[config.mk]
export PLATFORM = sky130hd
export DESIGN_NAME = hub75_bcm_scheduler
export DESIGN_NICKNAME = d
export VERILOG_FILES = /design/src/rtl/hub75_bcm_scheduler.sv
export SDC_FILE = /design/constraint.sdc
export NUM_CORES = 1
export LEC_CHECK = 0
export BUFFER_PORTS_ARGS = -buffer_cell sky130_fd_sc_hd__buf_2
export CELL_PAD_IN_SITES_DETAIL_PLACEMENT = 1
export CELL_PAD_IN_SITES_GLOBAL_PLACEMENT = 1
export CORE_MARGIN = 8
export CORE_UTILIZATION = 45
export CTS_CLUSTER_SIZE = 10
export DETAILED_ROUTE_END_ITERATION = 6
export PLACE_DENSITY = 0.89
export SLEW_MARGIN = 15
export SYNTH_ARGS = -nofsm -noshare
export SYNTH_HDL_FRONTEND = slang
export SYNTH_SLANG_ARGS = --single-unit
[constraint.sdc]
create_clock -name clk -period 5.3 [get_ports clk]
set_input_delay 0.265 -clock clk [delete_from_list [all_inputs] [get_ports clk]]
set_output_delay 0.265 -clock clk [all_outputs]
set_load 0.01 [all_outputs]
[src/rtl/hub75_bcm_scheduler.sv]
// HUB75 frame/row/bit-plane sequencer using binary-coded modulation (LSB plane first).
// Define HUB75_BRIGHTNESS_EN to add i_brightness, which trims the OE-on part of each window.
module hub75_bcm_scheduler #(
  parameter int unsigned hpixel_p   = 64,
  parameter int unsigned vpixel_p   = 64,
  parameter int unsigned bpp_p      = 8,
  parameter int unsigned segments_p = 2,
  parameter int unsigned oe_base_p  = 16,
  parameter int unsigned dead_p     = 4
) (
  input  logic                                   clk,
  input  logic                                   rst,
  input  logic                                   i_enable,
  input  logic                                   i_tx_ready,
`ifdef HUB75_BRIGHTNESS_EN
  input  logic [7:0]                             i_brightness,
`endif
  output logic                                   o_tx_start,
  output logic [$clog2(hpixel_p*vpixel_p)-1:0]   o_init_addr,
  output logic [$clog2(bpp_p)-1:0]               o_pix_bit,
  output logic [$clog2(vpixel_p/segments_p)-1:0] o_row_addr,
  output logic                                   o_oe_n,
  output logic                                   o_frame_start,
  output logic                                   o_busy
);

  localparam int unsigned rows_p = vpixel_p / segments_p;
  localparam int unsigned AddrW  = $clog2(hpixel_p * vpixel_p);
  localparam int unsigned PixW   = $clog2(bpp_p);
  localparam int unsigned RowW   = $clog2(rows_p);
  localparam int unsigned WinW   = $clog2(oe_base_p) + bpp_p;
  localparam int unsigned DeadW  = $clog2(dead_p) + 1;
  localparam int unsigned CntW   = (WinW > DeadW) ? WinW : DeadW;

  typedef enum logic [2:0] {
    StIdle,
    StBlank,
    StShift,
    StWaitBusy,
    StWaitDone,
    StDisplay
  } state_e;

  state_e            state_q;
  logic [RowW-1:0]   row_q;
  logic [PixW-1:0]   bit_q;
  logic [CntW-1:0]   cnt_q;
  logic [CntW-1:0]   win_q;
  logic [CntW-1:0]   on_q;

  logic [CntW-1:0]   win_nxt;
  logic [CntW-1:0]   on_nxt;

  // Window doubles per bit plane; sized so the MSB plane cannot overflow.
  assign win_nxt = CntW'(oe_base_p) << bit_q;

`ifdef HUB75_BRIGHTNESS_EN
  localparam int unsigned ProdW = CntW + 9;
  logic [ProdW-1:0] on_prod;
  assign on_prod = ProdW'(win_nxt) * ProdW'({1'b0, i_brightness} + 9'd1);
  assign on_nxt  = CntW'(on_prod >> 8);
`else
  assign on_nxt  = win_nxt;
`endif

  function automatic logic [AddrW-1:0] row_base(input logic [RowW-1:0] r);
    return AddrW'(hpixel_p * 32'(r));
  endfunction

  always_ff @(posedge clk) begin
    if (rst) begin
      state_q       <= StIdle;
      row_q         <= '0;
      bit_q         <= '0;
      cnt_q         <= '0;
      win_q         <= '0;
      on_q          <= '0;
      o_tx_start    <= 1'b0;
      o_init_addr   <= '0;
      o_pix_bit     <= '0;
      o_row_addr    <= '0;
      o_oe_n        <= 1'b1;
      o_frame_start <= 1'b0;
      o_busy        <= 1'b0;
    end else begin
      o_tx_start    <= 1'b0;
      o_frame_start <= 1'b0;
      unique case (state_q)
        StIdle: begin
          o_oe_n <= 1'b1;
          if (i_enable) begin
            state_q       <= StBlank;
            row_q         <= '0;
            bit_q         <= '0;
            cnt_q         <= '0;
            o_row_addr    <= '0;
            o_init_addr   <= '0;
            o_frame_start <= 1'b1;
            o_busy        <= 1'b1;
          end
        end

        StBlank: begin
          if (cnt_q == CntW'(dead_p - 1)) begin
            state_q   <= StShift;
            cnt_q     <= '0;
            o_pix_bit <= bit_q;
          end else begin
            cnt_q <= cnt_q + CntW'(1);
          end
        end

        // Start only goes out after ready was seen high, so it never meets a busy transmitter.
        StShift: begin
          if (i_tx_ready) begin
            o_tx_start <= 1'b1;
            state_q    <= StWaitBusy;
          end
        end

        StWaitBusy: begin
          if (!i_tx_ready) state_q <= StWaitDone;
        end

        StWaitDone: begin
          if (i_tx_ready) begin
            state_q <= StDisplay;
            cnt_q   <= '0;
            win_q   <= win_nxt;
            on_q    <= on_nxt;
            o_oe_n  <= (on_nxt == '0);
          end
        end

        StDisplay: begin
          if (cnt_q == win_q - CntW'(1)) begin
            o_oe_n <= 1'b1;
            cnt_q  <= '0;
            if (!i_enable) begin
              state_q     <= StIdle;
              row_q       <= '0;
              bit_q       <= '0;
              o_pix_bit   <= '0;
              o_row_addr  <= '0;
              o_init_addr <= '0;
              o_busy      <= 1'b0;
            end else if (bit_q != PixW'(bpp_p - 1)) begin
              bit_q     <= bit_q + 1'b1;
              o_pix_bit <= bit_q + 1'b1;
              state_q   <= StShift;
            end else begin
              bit_q   <= '0;
              state_q <= StBlank;
              if (row_q != RowW'(rows_p - 1)) begin
                row_q       <= row_q + 1'b1;
                o_row_addr  <= row_q + 1'b1;
                o_init_addr <= row_base(row_q + 1'b1);
              end else begin
                row_q         <= '0;
                o_row_addr    <= '0;
                o_init_addr   <= '0;
                o_frame_start <= 1'b1;
              end
            end
          end else begin
            cnt_q  <= cnt_q + CntW'(1);
            o_oe_n <= !((cnt_q + CntW'(1)) < on_q);
          end
        end

        default: begin
          state_q <= StIdle;
          o_oe_n  <= 1'b1;
          o_busy  <= 1'b0;
        end
      endcase
    end
  end

endmodule

==> reports/results.txt, run 1 <==
In this run the power density over the cells is 197 nW/µm². Clock-pin slew was measured on the worst setup and hold paths at 90 ps. Area of the mapped netlist: 2600 µm². The synthesized area per cell was 7.92 µm²; the maximum count of clock buffers along a single path was 2.

Dividing the detail-routed wire length by the instance count gives 16.8 µm. For the number of failing setup endpoints in the final timing report, the log shows 0. Setup repair after global routing left no endpoint under its margin. The logs give 11600 µm for the first-pass GRT wire length and 1650 µm² for the area used by multi-input combinational logic. The via count of the first global-routing pass is 2393, and the final-layout worst hold slack is 338 ps.

TritonCTS built the clock tree. The routed layout has 2350 vias. The count of buffers from port buffering was 20. The global placement routability congestion was 0.798. Adding up every negative setup slack in the final design gives 0 ps. The run finished with clean final reports. The total half-perimeter wirelength after legalization and detailed placement was 5140 µm. Kind of cell adding the most delay to the critical path: compound AO/OA/AOI/OAI gates. Final setup skew: 11.4 ps. From synthesis to final layout, the design area changed by 6.17%. Sequential cells were found to cover 29.3% of the synthesized design area.

After clock tree synthesis, the repair step resized 0 gates. The detailed router used layers up to and including met4. The H-tree was split into 2 levels.

After the first detailed-routing iteration, the DRC count stood at 166. For this block, wires on met1 add up to 3090 µm. Synthesis inferred 38 register bits. The run gives 0 as the max-capacitance violation count. The final count of hold timing violations was 0; the cell leakage power was 1.10 nW. The maximum clock frequency is 0.368 GHz, and the synthesized instance count is 328. 0 antenna diodes ended up in the layout.

The critical path goes through inv_1 > ha_1 > xnor2_1 > or3_1 > a211oi_2 > nand4_2 > a221o_1 > a21oi_1. The clock latency at the later pin of the worst-skew pair is 300 ps. The commonest non-fill, non-tap cell in the layout is sky130_fd_sc_hd__dfxtp_1.

The total overflow left after global routing is 0. The number of clock sinks was 38; the sequential cell area was 761 µm². In the final layout, the share of cells above drive strength 1 is 12.5%. Fill cells in the final layout number 719. The run gives 0 as the number of antenna violations at the first check in global routing. Critical path launch point type: a register. The post-CTS setup buffer count came out at 0. The headroom to the max-slew limit is 38.3%. The pin count of the biggest net entering global routing came out at 40.

STA puts the critical path data required time at 5540 ps. Summing internal, switching and leakage power gives 544 µW. The data arrival time of the critical path is 2950 ps, and the largest stage delay on the critical path is 450 ps.

For this run, the post-layout net count is 357. The initial utilization of the core area, before any placement, comes to 46.9%. The die is 92.0 µm wide. Worst setup path category: reg -> reg.

The critical path buffer and inverter count is 1. The worst hold path belongs to the class in -> reg. In this run the vertical extent of the chip is 92.0 µm. The final critical-path share of the clock period is 51.3%, and the worst setup slack for register-to-register paths is 2580 ps. Detailed routing placed a total of 3400 µm of wire on met2. Counting flops with an async set or reset pin after synthesis yields a share of 0%. The first detailed-routing pass took 4 iterations. The standard cell core area is 5540 µm², and the ratio of routed vias to standard cells is 5.76. In this run, distinct cell masters in the synthesized netlist total 52.

The number of placed I/O pins is 28. The top fanout value on the critical path works out to 14. In this run the clock root is driven by a sky130_fd_sc_hd__clkbuf_8. In the layout the commonest cells are 38 x sky130_fd_sc_hd__dfxtp_1, 30 x sky130_fd_sc_hd__nand2_1, 25 x sky130_fd_sc_hd__nor2_1. Across the VDD grid, the largest voltage drop is 111 µV. Yosys printed 0 warnings.

Total of hold buffers inserted after clock tree synthesis: 0. The flip-flop cell with the highest count after synthesis is sky130_fd_sc_hd__dfxtp_1. The tools report the number of pins exceeding their max-slew limit in the final report as 0.

In the routed design, unresolved DRC markers number 0. The number of routed nets with antenna violations is 0. The tools report the critical path endpoint category as a register.

The final layout contains routed wiring with a total length of 6840 µm. The final critical-path required period works out to 2720 ps. Number of synthesized flops with an enable pin: 0.

Number of CTS-inserted buffers: 5. Summed over all nets, wire length on met3 after detailed routing comes to 251 µm. The floorplan step defined a die boundary enclosing 8460 µm². For the pin with the worst max-slew slack, the measured transition is 924 ps. The tools report the number of rows in the core area as 27. For this design, the slowest cell found on the critical path is sky130_fd_sc_hd__a221o_1. The overall global routing resource usage came out at 16.6%.
[final cells by class]
type | count | share of cell area [%]
Tap cell | 72 | 3.27
Inverter | 16 | 2.18
Clock buffer | 6 | 3.00
Multi-Input combinational cell | 254 | 59.9
Timing Repair Buffer | 20 | 3.63
Sequential cell | 38 | 27.6
Clock inverter | 2 | 0.454
[synth_stat cells (2+ instances only)]
cell | number | area (µm²)
sky130_fd_sc_hd__and4_1 | 4 | 35.0
sky130_fd_sc_hd__or2_2 | 3 | 18.8
sky130_fd_sc_hd__o211ai_1 | 6 | 45.0
sky130_fd_sc_hd__dfxtp_1 | 38 | 761
sky130_fd_sc_hd__nand3_1 | 20 | 100
sky130_fd_sc_hd__and2_1 | 3 | 18.8
sky130_fd_sc_hd__mux2i_1 | 2 | 20.0
sky130_fd_sc_hd__nand4_2 | 2 | 25.0
sky130_fd_sc_hd__inv_1 | 16 | 60.1
sky130_fd_sc_hd__nor2b_1 | 14 | 87.6
sky130_fd_sc_hd__o311ai_0 | 2 | 17.5
sky130_fd_sc_hd__a21bo_2 | 2 | 20.0
sky130_fd_sc_hd__clkbuf_1 | 8 | 30.0
sky130_fd_sc_hd__a32oi_1 | 9 | 78.8
sky130_fd_sc_hd__xnor2_1 | 8 | 70.1
sky130_fd_sc_hd__and3_1 | 5 | 31.3
sky130_fd_sc_hd__o21a_1 | 5 | 37.5
sky130_fd_sc_hd__a31oi_1 | 4 | 25.0
sky130_fd_sc_hd__nand2b_1 | 5 | 31.3
sky130_fd_sc_hd__a21o_1 | 2 | 15.0
sky130_fd_sc_hd__ha_1 | 18 | 225
sky130_fd_sc_hd__buf_1 | 2 | 7.51
sky130_fd_sc_hd__or3_1 | 3 | 18.8
sky130_fd_sc_hd__xor2_1 | 6 | 52.6
sky130_fd_sc_hd__nor2_1 | 25 | 93.8
sky130_fd_sc_hd__nand4_1 | 4 | 25.0
sky130_fd_sc_hd__a21oi_1 | 24 | 120
sky130_fd_sc_hd__buf_4 | 12 | 90.1
sky130_fd_sc_hd__buf_2 | 4 | 20.0
sky130_fd_sc_hd__nor3_1 | 8 | 40.0
sky130_fd_sc_hd__nand2_1 | 30 | 113
sky130_fd_sc_hd__a211oi_2 | 2 | 25.0
sky130_fd_sc_hd__o21ai_0 | 10 | 50.1
sky130_fd_sc_hd__nor4_1 | 3 | 18.8
sky130_fd_sc_hd__nand3b_1 | 2 | 15.0
[through the flow]
stage          utilization (%)  area, µm²  setup WS, ps  instances
2_1_floorplan                -       2620          2870        334
3_3_place_gp              48.0       2660          2680        400
3_5_place_dp              48.0       2660          2580        400
4_1_cts                   49.8       2760          2580        408
5_1_grt                   49.8       2760          2410        408
6_report                  49.8       2760          2580        408
[where the power goes]
group,total [mW],switching [mW],internal [mW]
Sequential,0.292,0.00381,0.289
Combinational,0.0362,0.0263,0.00994
Clock,0.215,0.110,0.105
Total,0.544,0.141,0.403
[cell families after synthesis]
family,synth area share (%)
multiplexers,0.771
AND/OR/NAND/NOR,27.6
other,0.144
buffers and inverters,8.00
XOR/XNOR,4.72
adder cells (fa/ha/maj),8.67
AO/OA/AOI/OAI,20.8
flip-flops,29.3
[layer usage]
metal | global-route usage [%] | vias up
met5 | 0 | -
met4 | 5.64 | 0
met3 | 4.32 | 9
met2 | 28.4 | 31
met1 | 19.5 | 1139
li1 | - | 1171
[flip-flops by register name (all words and copies together), names as in the netlist]
register and cells:
state_q 3, on_q 8, bit_q 3, o_tx_start 1, o_oe_n 1, o_init_addr 5
cnt_q 12, o_pix_bit 3, o_busy 1, o_frame_start 1
[worst register-to-register path, cell delays in order (launching register included)]
cell and delay (ps):
sky130_fd_sc_hd__dfxtp_1 390, sky130_fd_sc_hd__inv_1 90, sky130_fd_sc_hd__ha_1 300, sky130_fd_sc_hd__xnor2_1 130, sky130_fd_sc_hd__or3_1 370, sky130_fd_sc_hd__a211oi_2 390
sky130_fd_sc_hd__nand4_2 400, sky130_fd_sc_hd__a221o_1 450, sky130_fd_sc_hd__a21oi_1 140
[path summary, 6_finish.rpt]
path	start	end	cells past startpoint
hold / removal	i_tx_ready	state_q[2]	3
setup / recovery	on_q[4]	state_q[1]	8
setup reg to reg	on_q[4]	state_q[1]	8
hold reg to reg	on_q[5]	on_q[5]	2
Note: power is estimated with default switching activity, not from simulation.
==> run 2: changes to the inputs <==
--- a/config.mk
+++ b/config.mk
@@ -5,14 +5,15 @@
 export SDC_FILE = /design/constraint.sdc
 export NUM_CORES = 1
 export LEC_CHECK = 0
+export ABC_AREA = 1
 export BUFFER_PORTS_ARGS = -buffer_cell sky130_fd_sc_hd__buf_2
 export CELL_PAD_IN_SITES_DETAIL_PLACEMENT = 1
 export CELL_PAD_IN_SITES_GLOBAL_PLACEMENT = 1
 export CORE_MARGIN = 8
-export CORE_UTILIZATION = 45
+export CORE_UTILIZATION = 38
 export CTS_CLUSTER_SIZE = 10
 export DETAILED_ROUTE_END_ITERATION = 6
-export PLACE_DENSITY = 0.89
+export PLACE_DENSITY = 0.83
 export SLEW_MARGIN = 15
 export SYNTH_ARGS = -nofsm -noshare
 export SYNTH_HDL_FRONTEND = slang
==> constraint.sdc (replaced) <==
create_clock -name clk -period 2.2 [get_ports clk]
set_input_delay 0.11 -clock clk [delete_from_list [all_inputs] [get_ports clk]]
set_output_delay 0.11 -clock clk [all_outputs]
set_load 0.01 [all_outputs]
==> reports/results.txt, run 2 <==
For the largest vdd supply drop, the log shows 525 µV (+370%). The clock latency at the later pin of the worst-skew pair is 300 ps (about the same), and the number of synthesized flops with an enable pin is 0 (unchanged). The top fanout value on the critical path came out at 2 (-12). The total length of routed wires was 8880 µm (+30%).

The share of power burned in combinational logic came out at 46.8% (+40 points). The number of flip-flops and latches in the synthesized netlist is 38 (unchanged), and the first-pass GRT wire length is 14600 µm (+26%). The run gives 1.57 nW (+43%) as the cell leakage power.

The tools report the number of rows in the core area as 31 (+15%). The logs give 38.8% (-8.1 points) for the starting utilization of the core area and 27.5% (-1.8 points) for the share of synthesized area occupied by flip-flops and latches. For hold timing, the worst endpoint is o_tx_start. The data arrival time of the critical path was 2750 ps (-200 ps); the number of flip-flops under the largest register name was 12 (unchanged).

For the count of filler cells inserted in the layout, the log shows 976 (+36%). Data required time at the worst endpoint: 2450 ps (-3090 ps). The kind of cell adding the most delay to the critical path is simple AND/OR/NAND/NOR gates. The actual transition at the worst max-transition pin came out at 599 ps (-326 ps). For the synthesized instance count, the log shows 407 (+24%). The checks that failed: setup timing. The critical path buffer and inverter count was 2 (+1). The run gives 0 (unchanged) as the max-capacitance violation count. The worst hold path begins at i_tx_ready. For the pin count of the biggest net entering global routing, the log shows 29 (-28%).

The overall global routing resource usage came out at 17.8% (+1.2 points). The setup slack of the critical path after layout came out at -300 ps (-2880 ps). Number of antenna diodes: 0 (unchanged). After synthesis, the most frequently instantiated cells are 99 x sky130_fd_sc_hd__nand2_1, 40 x sky130_fd_sc_hd__a21oi_1, 38 x sky130_fd_sc_hd__dfxtp_1. The clock network fraction of design power was 22.2% (-17 points).

The post-detailed-route wirelength per cell works out to 16.3 µm (-2.9%). For the number of CTS-inserted buffers, the log shows 5 (unchanged). The synthesized area per cell was 6.80 µm² (-14%). For the total of warnings raised by yosys, the log shows 0 (unchanged).

The worst setup path is captured at a register. Largest stage delay on the critical path: 370 ps (-80 ps). The via count came out at 2834 (+21%).

Fraction of final layout cells sized beyond drive strength 1: 25.3% (+13 points). The count of buffers from port buffering was 20 (unchanged). Among all cell types in the netlist, the one instantiated most often is sky130_fd_sc_hd__nand2_1. The accumulated negative setup slack was -300 ps (-300 ps); the maximum clock frequency was 0.400 GHz (+8.7%). The flow ran to the end, but the final reports show violations. The final critical-path share of the clock period was 114% (+62 points). The width of the chip works out to 101 µm (+10%). The cell count after placement is 530 (+33%). The worst register-to-register path begins at cnt_q[0]. For the final count of hold timing violations, the log shows 0 (unchanged).

The final critical-path required period was 2500 ps (-217 ps); the number of placed I/O pins was 28 (unchanged). Critical path launch point type: a register. Count of cell types in the netlist: 37 (-29%). The top cell type by total area after synthesis was sky130_fd_sc_hd__dfxtp_1. The number of DRC markers in iteration 0 is 123 (-26%), and the global placement routability congestion is 0.861 (+7.8%).

The tools report the standard cell core area as 7140 µm² (+29%). Cell with the most instances on the worst path: sky130_fd_sc_hd__nand2_1. Traced cell by cell, the critical path runs through ha_4 > nand2_4 > nor2_8 > inv_4 > nor3_4 > nand3_2 > nor2_2 > xor2_1 > inv_1 > ha_4 > nand4_1 > nor3_2 > nor3_2 > nand2_1 > nand2_1 > nand2_1 > nand2_1 > nand2_1. For the total half-perimeter wirelength after legalization and detailed placement, the log shows 6180 µm (+20%). Setup repair after global routing could not meet its margin everywhere.

The logs give 769 µm² (+1.2%) for the sequential cell area and 0 (unchanged) for the number of pins exceeding their max-slew limit in the final report. The logs give 467 (+31%) for the count of nets after finishing and 0 (unchanged) for the global-route congestion overflow total. The fraction of synthesized cell area taken by the top area cell type was 27.5% (-1.8 points). After synthesis, the cell types taking the most area are sky130_fd_sc_hd__dfxtp_1 27%, sky130_fd_sc_hd__nand2_1 13%, sky130_fd_sc_hd__ha_1 8.1%, sky130_fd_sc_hd__a21oi_1 7.2%, sky130_fd_sc_hd__nand3_1 4.7%. The slowest stage of the critical path belongs to the cell sky130_fd_sc_hd__dfxtp_4. From synthesis to final layout, the design area changed by 20.6%.

The number of antenna violations at the first check in global routing was 0 (unchanged); the power density of the placed cells was 843 nW/µm² (+330%). The top cell types in the final layout, fill and taps aside, are 99 x sky130_fd_sc_hd__nand2_1, 38 x sky130_fd_sc_hd__a21oi_1, 35 x sky130_fd_sc_hd__dfxtp_1. The flip-flop cell with the highest count after synthesis is sky130_fd_sc_hd__dfxtp_1. The run gives -300 ps (-2880 ps) as the worst setup slack for register-to-register paths. The worst setup path is of the reg -> reg kind. The final-layout worst hold slack was 107 ps (-231 ps). The register bank with the most flops was cnt_q.

Count of H-tree levels built during CTS: 2 (unchanged). The tools report the DRC violation count after routing as 0 (unchanged). Leaving out fill and tap cells, the most frequent cell in the layout is sky130_fd_sc_hd__nand2_1. The die outline height is 101 µm (+10%). The fraction of synthesis flops using an asynchronous set or reset pin works out to 0% (unchanged).

The tree is rooted in a sky130_fd_sc_hd__clkbuf_8. The final setup skew came out at 7.59 ps (-3.85 ps). The type of the most critical hold path is in -> reg. The final total power was 2.81 mW (+420%); the non-filler instance count after layout was 545 (+34%). The largest registers in the layout are cnt_q: 12 flops, on_q: 8 flops, o_init_addr: 5 flops.

The logs give 46.8% (-3.0 points) for the final standard cell utilization of the core and 3122 (+30%) for the via count of the first global-routing pass. The area of the mapped netlist came out at 2770 µm² (+6.7%). The hold-critical path depth was 3 (unchanged). Internal portion of total power: 1.55 mW (+280%). The headroom to the max-slew limit came out at 60.0% (+22 points). The worst register-to-register path ends at o_oe_n. The clock slew seen by the registers of the worst setup and hold paths is 80 ps (about the same). The reported net switching power was 1.26 mW (+800%). TritonCTS built the clock tree.

The run gives 31.1% (-23 points) as the share of power burned in registers. The fraction of power spent switching nets is 45.0% (+19 points), and the detailed-routing iteration count for the pre-antenna-repair pass is 4 (unchanged). The area used by multi-input combinational logic was 1820 µm² (+11%); the number of clock sinks was 38 (unchanged). The ratio of routed vias to standard cells works out to 5.20 (-9.7%). The floorplan die area was 10300 µm² (+22%); the number of routed nets with antenna violations was 0 (unchanged).

The path depth of the worst reg2reg path was 18 (+10). The number of failing setup endpoints in the final timing report was 1 (+1). The tools report the maximum count of clock buffers along a single path as 2 (unchanged).
[run 2: cell count changes after synthesis, moves of 9 or more]
cell	change
sky130_fd_sc_hd__inv_2	+13
sky130_fd_sc_hd__a21oi_1	+16
sky130_fd_sc_hd__nor2b_1	-14
sky130_fd_sc_hd__a32oi_1	-9
sky130_fd_sc_hd__nand2_1	+69
sky130_fd_sc_hd__inv_1	+17
[run 2: worst max path at each step]
| stage | startpoint | endpoint | slack (ps) | cells after the start |
|---|---|---|---|---|
| detailed placement | cnt_q[1] | o_oe_n | -210 | 18 |
| CTS | cnt_q[1] | o_oe_n | -30 | 17 |
| global placement | cnt_q[0] | o_oe_n | -170 | 16 |
| global route | cnt_q[0] | o_oe_n | -420 | 18 |
| finish | cnt_q[0] | o_oe_n | -300 | 18 |
| floorplan | cnt_q[0] | o_oe_n | -110 | 18 |
[run 2: stage by stage]
| stage | setup WS [ps] | instance area (µm²) |
|---|---|---|
| floorplan | -114 | 2810 |
| global placement | -167 | 3040 |
| detailed placement | -214 | 3040 |
| CTS | -34.7 | 3300 |
| global route | -421 | 3340 |
| finish | -300 | 3340 |
[run 2: per-layer routing]
metal | wire length [µm] | global-route usage (%) | vias up | part of all wire, %
li1 | - | - | 1384 | -
met1 | 3700 | 19.2 | 1368 | 42
met2 | 4710 | 32.7 | 58 | 53
met3 | 250 | 3.51 | 24 | 2.8
met4 | 214 | 7.79 | 0 | 2.4
met5 | 0 | 0 | - | 0
[run 2: worst reg2reg max path, delay by kind of cell, from the launching register on]
family | cells | cell delay, ps
xor+xnor | 1 | 200
fa+ha+maj | 2 | 450
buf+inv | 2 | 170
flops | 1 | 370
simple gates | 13 | 1280
[run 2: repair_timing]
action | in CTS | in global routing
pin swaps | 10 | 0
endpoints found under the hold margin | 0 | 0
hold buffers | 0 | 0
buffers inserted | 7 | 0
setup endpoints to repair | 1 | 12
gates resized for setup | 15 | 10
[run 2: area by class of cell]
cell class / instances / area share, %
clock inverter: 3 / 1.35
sequential: 38 / 23.0
tap: 99 / 3.71
clock buffer: 5 / 2.06
inverter: 50 / 5.70
timing repair buffer: 48 / 9.52
multi-input combinational: 302 / 54.6
[run 2: kinds of logic (layout without fill, tap and decap cells)]
logic type               after synthesis  count (layout)  share of synthesized area, %
AND/OR/NAND/NOR                      204             204                          35.8
buffers and inverters                 73             106                          12.2
AO/OA/AOI/OAI                         59              59                          11.8
flip-flops                            38              38                          27.5
adder cells (fa/ha/maj)               18              18                          8.13
XOR/XNOR                              14              14                          4.43
other                                  1               7                         0.135
[run 2: power by group through the flow]
stage / Clock [mW] / Combinational, mW / Sequential, mW
floorplan: 0 / 0.959 / 0.864
global placement: 0 / 1.17 / 0.875
detailed placement: 0 / 1.22 / 0.881
CTS: 0.627 / 1.27 / 0.868
global route: 0.654 / 1.48 / 0.883
finish: 0.623 / 1.32 / 0.874
